--- config.mk ---
export PLATFORM = sky130hd
export DESIGN_NAME = crc_apb_feeder
export DESIGN_NICKNAME = d
export VERILOG_FILES = /design/src/rtl/crc_apb_feeder.sv
export SDC_FILE = /design/constraint.sdc
export NUM_CORES = 1
export LEC_CHECK = 0
export CAP_MARGIN = 30
export CORE_AREA = 2 2 101 176
export CTS_CLUSTER_DIAMETER = 50
export CTS_CLUSTER_SIZE = 28
export DETAILED_ROUTE_END_ITERATION = 12
export DIE_AREA = 0 0 103 178
export PLACE_DENSITY = 0.78
export RECOVER_POWER = 25
export SLEW_MARGIN = 30
export SYNTH_ARGS = -nofsm -noshare
export SYNTH_HDL_FRONTEND = slang
export SYNTH_SLANG_ARGS = --single-unit
export TNS_END_PERCENT = 100
--- constraint.sdc ---
create_clock -name pclk -period 1.95 [get_ports pclk]
set_input_delay 0.2925 -clock pclk [delete_from_list [all_inputs] [get_ports pclk]]
set_output_delay 0.2925 -clock pclk [all_outputs]
set_load 0.03 [all_outputs]
--- src/rtl/crc_apb_feeder.sv ---
`timescale 1ns/1ps
// crc_apb_feeder: packs a byte stream into words of up to four bytes and drives an
// APB4 CRC peripheral, chaining intermediate state through INIT and reading back the CRC.
module crc_apb_feeder #(
    parameter logic [31:0] BASE_ADDR = 32'h0,
    parameter int unsigned POLL_MAX  = 16
) (
    input  logic        pclk,
    input  logic        presetn,
    input  logic        start,
    input  logic [1:0]  cfg_mode,
    input  logic        cfg_revin,
    input  logic        cfg_revout,
    input  logic [31:0] cfg_init,
    input  logic [31:0] cfg_xorv,
    input  logic        s_valid,
    output logic        s_ready,
    input  logic [7:0]  s_data,
    input  logic        s_last,
    output logic        busy,
    output logic        done,
    output logic        err,
    output logic [31:0] crc_o,
    output logic [31:0] paddr,
    output logic        psel,
    output logic        penable,
    output logic        pwrite,
    output logic [31:0] pwdata,
    output logic [3:0]  pstrb,
    output logic [2:0]  pprot,
    input  logic [31:0] prdata,
    input  logic        pready,
    input  logic        pslverr
);

    localparam logic [3:0] S_IDLE    = 4'd0;
    localparam logic [3:0] S_FILL    = 4'd1;
    localparam logic [3:0] S_WR_CTRL = 4'd2;
    localparam logic [3:0] S_WR_INIT = 4'd3;
    localparam logic [3:0] S_WR_XORV = 4'd4;
    localparam logic [3:0] S_WR_DATA = 4'd5;
    localparam logic [3:0] S_RD_STAT = 4'd6;
    localparam logic [3:0] S_RD_DATA = 4'd7;
    localparam logic [3:0] S_DONE    = 4'd8;

    localparam int unsigned PW = (POLL_MAX < 2) ? 1 : $clog2(POLL_MAX);
    localparam logic [PW-1:0] POLL_LAST = PW'(POLL_MAX - 1);

    logic [3:0]    r_state;
    logic          r_access;
    logic [31:0]   r_word;
    logic [2:0]    r_nbytes;
    logic          r_final;
    logic [31:0]   r_chain;
    logic [1:0]    r_mode;
    logic          r_revin;
    logic          r_revout;
    logic [31:0]   r_xorv;
    logic [PW-1:0] r_poll;
    logic          r_err;
    logic [31:0]   r_crc;

    logic          w_apb_active;
    logic          w_accept;
    logic [1:0]    w_size;
    logic [31:0]   w_ctrl;
    logic [7:0]    w_offset;
    logic          w_write;
    logic [31:0]   w_wdata;

    assign w_apb_active = (r_state >= S_WR_CTRL) && (r_state <= S_RD_DATA);
    assign s_ready      = (r_state == S_FILL) && (r_nbytes < 3'd4);
    assign w_accept     = s_valid && s_ready;
    assign w_size       = r_nbytes[1:0] - 2'd1;
    // Intermediate words leave output reflection and XOR off so DATA returns the raw state.
    assign w_ctrl       = {25'b0, w_size, r_mode, r_final & r_revout, r_revin, 1'b1};

    always_comb begin
        w_offset = 8'h00;
        w_write  = 1'b0;
        w_wdata  = '0;
        case (r_state)
            S_WR_CTRL: begin w_offset = 8'h00; w_write = 1'b1; w_wdata = w_ctrl;  end
            S_WR_INIT: begin w_offset = 8'h04; w_write = 1'b1; w_wdata = r_chain; end
            S_WR_XORV: begin w_offset = 8'h08; w_write = 1'b1; w_wdata = r_final ? r_xorv : '0; end
            S_WR_DATA: begin w_offset = 8'h0C; w_write = 1'b1; w_wdata = r_word;  end
            S_RD_STAT: begin w_offset = 8'h10; end
            S_RD_DATA: begin w_offset = 8'h0C; end
            default:   begin w_offset = 8'h00; end
        endcase
    end

    assign psel    = w_apb_active;
    assign penable = r_access;
    assign pwrite  = w_apb_active & w_write;
    assign paddr   = w_apb_active ? (BASE_ADDR + {24'b0, w_offset}) : '0;
    assign pwdata  = w_apb_active ? w_wdata : '0;
    assign pstrb   = (w_apb_active && w_write) ? 4'hF : 4'h0;
    assign pprot   = 3'b000;

    assign busy  = (r_state != S_IDLE) && (r_state != S_DONE);
    assign done  = (r_state == S_DONE);
    assign err   = r_err;
    assign crc_o = r_crc;

    always_ff @(posedge pclk or negedge presetn) begin
        if (!presetn) begin
            r_state  <= S_IDLE;
            r_access <= 1'b0;
            r_word   <= '0;
            r_nbytes <= '0;
            r_final  <= 1'b0;
            r_chain  <= '0;
            r_mode   <= '0;
            r_revin  <= 1'b0;
            r_revout <= 1'b0;
            r_xorv   <= '0;
            r_poll   <= '0;
            r_err    <= 1'b0;
            r_crc    <= '0;
        end else begin
            case (r_state)
                S_IDLE: begin
                    if (start) begin
                        r_mode   <= cfg_mode;
                        r_revin  <= cfg_revin;
                        r_revout <= cfg_revout;
                        r_xorv   <= cfg_xorv;
                        r_chain  <= cfg_init;
                        r_err    <= 1'b0;
                        r_poll   <= '0;
                        r_word   <= '0;
                        r_nbytes <= '0;
                        r_final  <= 1'b0;
                        r_state  <= S_FILL;
                    end
                end
                S_FILL: begin
                    if (w_accept) begin
                        r_word   <= {r_word[23:0], s_data};
                        r_nbytes <= r_nbytes + 3'd1;
                        if (s_last || (r_nbytes == 3'd3)) begin
                            r_final  <= s_last;
                            r_access <= 1'b0;
                            r_state  <= S_WR_CTRL;
                        end
                    end
                end
                S_WR_CTRL, S_WR_INIT, S_WR_XORV, S_WR_DATA, S_RD_STAT, S_RD_DATA: begin
                    if (!r_access) begin
                        r_access <= 1'b1;
                    end else if (pready) begin
                        r_access <= 1'b0;
                        if (pslverr) begin
                            r_err   <= 1'b1;
                            r_state <= S_DONE;
                        end else begin
                            case (r_state)
                                S_WR_CTRL: r_state <= S_WR_INIT;
                                S_WR_INIT: r_state <= S_WR_XORV;
                                S_WR_XORV: r_state <= S_WR_DATA;
                                S_WR_DATA: begin
                                    r_poll  <= '0;
                                    r_state <= S_RD_STAT;
                                end
                                S_RD_STAT: begin
                                    if (prdata[0]) begin
                                        r_state <= S_RD_DATA;
                                    end else if (r_poll == POLL_LAST) begin
                                        r_err   <= 1'b1;
                                        r_state <= S_DONE;
                                    end else begin
                                        r_poll <= r_poll + 1'b1;
                                    end
                                end
                                default: begin
                                    if (r_final) begin
                                        r_crc   <= prdata;
                                        r_state <= S_DONE;
                                    end else begin
                                        r_chain  <= prdata;
                                        r_word   <= '0;
                                        r_nbytes <= '0;
                                        r_state  <= S_FILL;
                                    end
                                end
                            endcase
                        end
                    end
                end
                S_DONE: r_state <= S_IDLE;
                default: r_state <= S_IDLE;
            endcase
        end
    end

endmodule

==> results of run 1 <==
==> per-stage QoR <==
stage	worst slack (ns)	cells
5_1_grt	-0.575	1147
2_1_floorplan	-0.0748	663
3_3_place_gp	-0.301	1068
3_5_place_dp	-0.336	1068
6_report	-0.500	1147
4_1_cts	-0.435	1129
==> critical path, delay by kind of cell, from the launching register on <==
family / cells / cell delay [ns]
AOI/OAI and AO/OA: 1 / 0.10
DFF: 1 / 0.45
buffers and inverters: 4 / 0.58
and+or+nand+nor: 2 / 0.60
==> repair_timing <==
item | in CTS | in global routing
endpoints found under the hold margin | 38 | 0
gates resized for setup | 72 | 125
setup buffers | 20 | 21
hold buffers | 1 | 0
pin swaps | 16 | 31
setup endpoints to repair | 116 | 188
cloned | 9 | 8
==> synthesized netlist by cell type (2+ instances only) <==
cell type and number:
nor2_1 9, buf_4 39, clkbuf_1 24, nor3_1 6, o2bb2ai_1 2, nand2_1 83
dfrtp_1 146, a31oi_1 32, nor4b_2 2, a222oi_1 30, nor2b_1 2, nor3b_1 2
buf_2 17, nand2b_1 5, ha_1 3, o21ai_0 3, or4_1 3, a221o_1 2
a21oi_1 36, inv_1 34, o211ai_1 5, mux2_2 72, a21boi_0 2, nand3_1 6
or3_1 4, buf_6 4, a22o_1 35, nor4_1 2
==> kinds of logic after synthesis <==
family	Yosys count	synth area share [%]
multiplexers	73	11.8
flip-flops	146	52.3
adder cells (fa/ha/maj)	3	0.537
XOR/XNOR	1	0.125
buffers and inverters	119	9.23
AO/OA/AOI/OAI	157	17.1
other	1	0.0537
AND/OR/NAND/NOR	132	8.89
==> cell type report <==
type                       count  share of cell area [%]
clock inverter                13                    1.37
tap                          227                    2.45
timing repair buffer         308                    30.0
antenna                        1                  0.0215
multi-input combinational    398                    29.8
inverter                      35                    1.15
sequential                   146                    31.5
clock buffer                  19                    3.73
==> cells in the final DEF, fill, tap and decap left out, drive strengths merged, types with 5 or more instances in the layout <==
master	instances
buf	152
clkdlybuf4s50	147
dfrtp	146
nand2	83
mux2	72
inv	38
a21oi	37
a22o	35
conb	32
a31oi	32
a222oi	30
clkbuf	26
nor2	10
nand3	7
nor3	6
o211ai	5
nand2b	5
==> layer usage <==
layer	vias to the layer above	share of wire [%]	global-route usage, %
met3	109	6.3	5.60
met1	3281	33	29.6
met4	0	6.1	13.4
met2	388	55	46.6
li1	2797	-	-
met5	-	0	0
==> worst paths after layout <==
check / to / from / cells after the start
worst max-delay path: pwdata[12] / r_state[3] / 7
worst min-delay path: r_chain[2] / cfg_init[2] / 3
worst max register to register: r_chain[26] / r_state[2] / 10
worst min register to register: r_xorv[3] / r_xorv[3] / 1
max in group asynchronous: r_word[9] / presetn / 3
min in group asynchronous: r_poll[3] / presetn / 2
==> flip-flops by register name, indices dropped and copies added (netlist names) <==
| register | count |
|---|---|
| penable | 1 |
| crc_o | 32 |
| r_word | 32 |
| r_revin | 1 |
| r_xorv | 32 |
| r_chain | 32 |
| r_nbytes | 3 |
| err | 1 |
| r_revout | 1 |
| r_poll | 4 |
| r_state | 4 |
| r_final | 1 |
| r_mode | 2 |
==> power by group <==
part           total (mW)  internal, mW  switching [mW]  leakage, nW
logic                12.2          6.17            6.05         3.24
clock network        3.33          2.02            1.31        0.284
registers            5.50          4.31            1.19         1.82
total                21.1          12.5            8.56         5.34
==> impl_metrics.yaml, run 1 <==
run_status:
  status: "complete, but fails checks"
  violations: "setup timing"
synth:
  yosys.area.top_type_share_pct: 52.3
  synth.area.top_cells: "dfrtp_1 52%, mux2_2 12%, nand2_1 4.5%, a22o_1 4.4%, a222oi_1 4.3%"
  seq_area_frac_synth_pct: 52.3
  ys.flop_type: "dfrtp_1"
  syn_inst: 632
  synth.largest_area_cell: "dfrtp_1"
  synth_warnings: 0
  mappedNetlistArea_mm2: 0.00698
  syn_avg_cell_area_um2: 11.1
  synth-async-reset-ratio_pct: 100
  ys_ff_latch: 146
  synth-edff-count: 0
  yosysUniqueCellTypes: 50
place:
  dp_hpwl_um: 16100
  io_buffers: 192
  place_area_mm2: 0.00961
  place.gp.congestion: 0.863
worst_setup_path:
  cp_cell_sequence: "nand2b_2, nor4b_4, buf_12, buf_4, a222oi_1, inv_1, buf_4"
  cp.required_ns: 1.66
  start_kind: "flop"
  worst_path_most_repeated_cell: "buf_4"
  cp-end-kind: "primary output"
  rrSetupSlack_ns: -0.48
  cpPeakStageDelay_ns: 0.45
  crit_path_top_delay_cell: "dfrtp_1"
  crit_type: "reg2out"
  crit_arrival_ns: 2.16
  critPathMaxFanout: 18
detailed_routing:
  final_antenna_net_count: 0
  first_pass_iters: 7
  vias: 6575
  drt_iter0_markers: 572
  drcViolationCount: 0
  wl_um: 27300
  vias_per_cell: 5.73
  wl_per_cell_um: 23.8
clocking:
  cts_tree: "done"
  clkSinkCount: 146
  htreeDepth: 4
  cts_made_buffers: 17
  cts_root_buffer: "clkbuf_16"
  worst_skew_pair.late_latency_ns: 0.42
  cts.clk_slew.worst_paths_ns: 0.06
  cts_max_path_buffers: 2
flow_run:
  drv_cap: 0
pwr:
  power_density_mw_per_mm2: 1810
  p_leak_nw: 5.34
  irDropWorstVdd_v: 0.00109
  power_mw: 21.1
floorplanning:
  start_util_pct: 41.4
  dieArea_mm2: 0.0183
  io_pins: 225
  die_x_um: 103
  rows: 63
  die_h_um: 178
  coreArea_mm2: 0.0169
finish:
  drive_above_1_share_pct: 36.3
  seqCellArea_mm2: 0.00366
  final_util_pct: 68.9
  fin_nets: 1024
  fin_area_mm2: 0.0116
  n_fill_cell: 1143
  syn2layout_area_growth_pct: 66.3
  multi_input_area_mm2: 0.00346
sta:
  slew_violations: 0
  fin_skew_ns: 0.00653
  period_needed_ns: 2.45
  rsz0062_at_grt: "yes"
  worstMarginPinSlew_ns: 1.18
  max_freq_mhz: 408
  min_period_over_period_pct: 126
  fin_tns_setup_ns: -53.54
  hold_viol: 0
  setup_viol: 188
  whs_ns: 0.433
  layout_setup_ws_ns: -0.500
  relSlewSlack_pct: 21.6
global_routing:
  grt_use_total_pct: 26.5
  grt_first_pass_wirelength_um: 36400
  overflow: 0
  grt_max_degree: 52
  grt_pass1_vias: 6586
  antenna_found_initial: 1
hold_path:
  hp-class: "in2reg"
Power figures use the tool's default switching activity.
==> inputs of run 2 (changes only) <==
--- a/config.mk
+++ b/config.mk
@@ -6,14 +6,15 @@
 export NUM_CORES = 1
 export LEC_CHECK = 0
 export CAP_MARGIN = 30
-export CORE_AREA = 2 2 101 176
+export CELL_PAD_IN_SITES_DETAIL_PLACEMENT = 1
+export CELL_PAD_IN_SITES_GLOBAL_PLACEMENT = 1
+export CORE_AREA = 2 2 115 201
 export CTS_CLUSTER_DIAMETER = 50
 export CTS_CLUSTER_SIZE = 28
 export DETAILED_ROUTE_END_ITERATION = 12
-export DIE_AREA = 0 0 103 178
-export PLACE_DENSITY = 0.78
+export DIE_AREA = 0 0 117 203
+export PLACE_DENSITY = 0.77
 export RECOVER_POWER = 25
-export SLEW_MARGIN = 30
 export SYNTH_ARGS = -nofsm -noshare
 export SYNTH_HDL_FRONTEND = slang
 export SYNTH_SLANG_ARGS = --single-unit
==> run 2 against run 1 <==
Against the previous run:
- the flow still finishes with violations (setup timing)
- via count decreased by 2.2%
- count of clock-buffer cells in the layout unchanged
- cell count grew 5.9%
- non-clock buffer count fell by 2
- clock power is essentially flat
- sequential share of layout area is 1.2 points higher
- critical path depth unchanged
- die area increased by 30%
- largest cell class unchanged
==> impl_metrics.yaml, run 2 (synthesis results as in run 1) <==
run_status:
  status: "complete, but fails checks"
  violations: "setup timing"
worst_setup_path:
  cp.required_ns: 1.66
  critPathMaxFanout: 17
  cp-end-kind: "primary output"
  crit_type: "reg2out"
  crit_arrival_ns: 2.15
  start_kind: "flop"
finish:
  n_fill_cell: 2341
  drive_above_1_share_pct: 32.8
  mostFrequentLayoutCells: "147 x clkdlybuf4s50_1, 143 x dfrtp_1, 77 x nand2_1"
  final_common_cell: "clkdlybuf4s50_1"
  syn2layout_area_growth_pct: 60.1
  fin_area_mm2: 0.0112
  final_util_pct: 50.7
  fin_nets: 1022
detailed_routing:
  first_pass_iters: 7
  final_antenna_net_count: 0
  vias: 6428
  wl_per_cell_um: 22.9
  drt_iter0_markers: 466
  drcViolationCount: 0
  vias_per_cell: 5.29
  wl_um: 27800
place:
  place.gp.congestion: 0.902
  place_area_mm2: 0.00972
  io_buffers: 192
  dp_hpwl_um: 18900
sta:
  layout_setup_ws_ns: -0.495
  slew_violations: 0
  rsz0062_at_grt: "yes"
  setup_viol: 188
  min_period_over_period_pct: 125
  period_needed_ns: 2.44
  whs_ns: 0.425
  relSlewSlack_pct: 40.8
  max_freq_mhz: 409
  fin_tns_setup_ns: -59.17
  hold_viol: 0
  fin_skew_ns: 0.0147
  worstMarginPinSlew_ns: 0.888
clocking:
  clkSinkCount: 146
  cts_root_buffer: "clkbuf_16"
  cts.clk_slew.worst_paths_ns: 0.07
  worst_skew_pair.late_latency_ns: 0.43
  cts_tree: "done"
  cts_max_path_buffers: 2
  cts_made_buffers: 17
  htreeDepth: 4
floorplanning:
  start_util_pct: 31.6
  io_pins: 225
  dieArea_mm2: 0.0238
  coreArea_mm2: 0.0221
  rows: 72
  die_x_um: 117
  die_h_um: 203
flow_run:
  drv_cap: 0
pwr:
  p_leak_nw: 5.09
  combPwrFrac_pct: 54.7
  cell_internal_pwr_mw: 11.6
  p_switching_mw: 7.90
  power_density_mw_per_mm2: 1740
  p_seq_share_pct: 28.1
  irDropWorstVdd_v: 0.000917
  p_clk_share_pct: 17.2
  switching_share_pct: 40.5
global_routing:
  grt_first_pass_wirelength_um: 40700
  grt_use_total_pct: 23.3
  overflow: 0
  antenna_found_initial: 1
  grt_pass1_vias: 6930
  grt_max_degree: 57
hold_path:
  hp-class: "in2reg"
==> run 2: changes by cell type in the layout (fill, tap and decap cells not counted), sizes merged <==
cell | previous run | this run
inv | 38 | 36
diode | 1 | 2
clkinv | 4 | 5
bufbuf | 1 | 2
clkinvlp | 3 | 4
buf | 152 | 149
==> run 2: per-stage QoR <==
step / setup WS (ns) / total power [mW] / cells
6_report: -0.495 / 19.5 / 1215
5_1_grt: -0.540 / 20.4 / 1214
4_1_cts: -0.457 / 18.9 / 1206
3_5_place_dp: -0.263 / 14.1 / 1146
3_3_place_gp: -0.230 / 13.8 / 1146
2_1_floorplan: -0.0748 / 10.1 / 663
==> run 2: repair_timing <==
action | 4_1_cts | 5_1_grt
hold buffers | 1 | 0
gates cloned | 5 | 4
setup endpoints to repair | 152 | 188
gates resized for setup | 94 | 28
buffers inserted | 22 | 6
endpoints found under the hold margin | 27 | 0
pin swaps | 15 | 13
==> run 2: worst max-delay path, stage by stage (launching register included) <==
cell      delay, ns
dfrtp_2        0.46
buf_6          0.14
nand2_4        0.06
nor3_4         0.04
buf_12         0.15
a222oi_1       0.64
inv_4          0.06
buf_12         0.16
==> run 2: final cells by class <==
cell class | instances | area (um^2) | area share [%]
multi-input cells | 398 | 2980 | 26.7
diodes | 2 | 5.00 | 0.0448
flip-flops and latches | 146 | 3660 | 32.7
clock buffers | 19 | 433 | 3.87
inverters | 35 | 144 | 1.29
well taps | 296 | 370 | 3.31
repair buffers | 306 | 3430 | 30.7
clock inverters | 13 | 161 | 1.44
==> run 2: worst paths after layout <==
path	from	endpoint	slack [ns]	depth (start not counted)
worst max-delay path	r_state[0]	pwdata[8]	-0.49	7
max in group asynchronous	presetn	crc_o[24]	0.29	3
worst min register to register	crc_o[16]	crc_o[16]	0.50	1
worst max register to register	r_state[2]	r_state[0]	-0.41	8
worst min-delay path	cfg_init[30]	r_chain[30]	0.43	3
min in group asynchronous	presetn	r_nbytes[1]	0.53	2
==> run 2: per-layer routing <==
layer	GRT usage [%]	vias up	part of all wire, %
li1	-	2787	-
met1	25.1	3250	35
met4	14.0	0	5.7
met3	4.06	75	5.3
met5	0	-	0
met2	41.6	316	54
==> run 2: power by group through the flow <==
stage | combinational [mW] | sequential (mW) | clock [mW]
6_report | 10.7 | 5.47 | 3.35
2_1_floorplan | 4.69 | 5.42 | 0
5_1_grt | 11.3 | 5.57 | 3.54
4_1_cts | 10.1 | 5.42 | 3.42
3_5_place_dp | 8.67 | 5.46 | 0
3_3_place_gp | 8.42 | 5.40 | 0
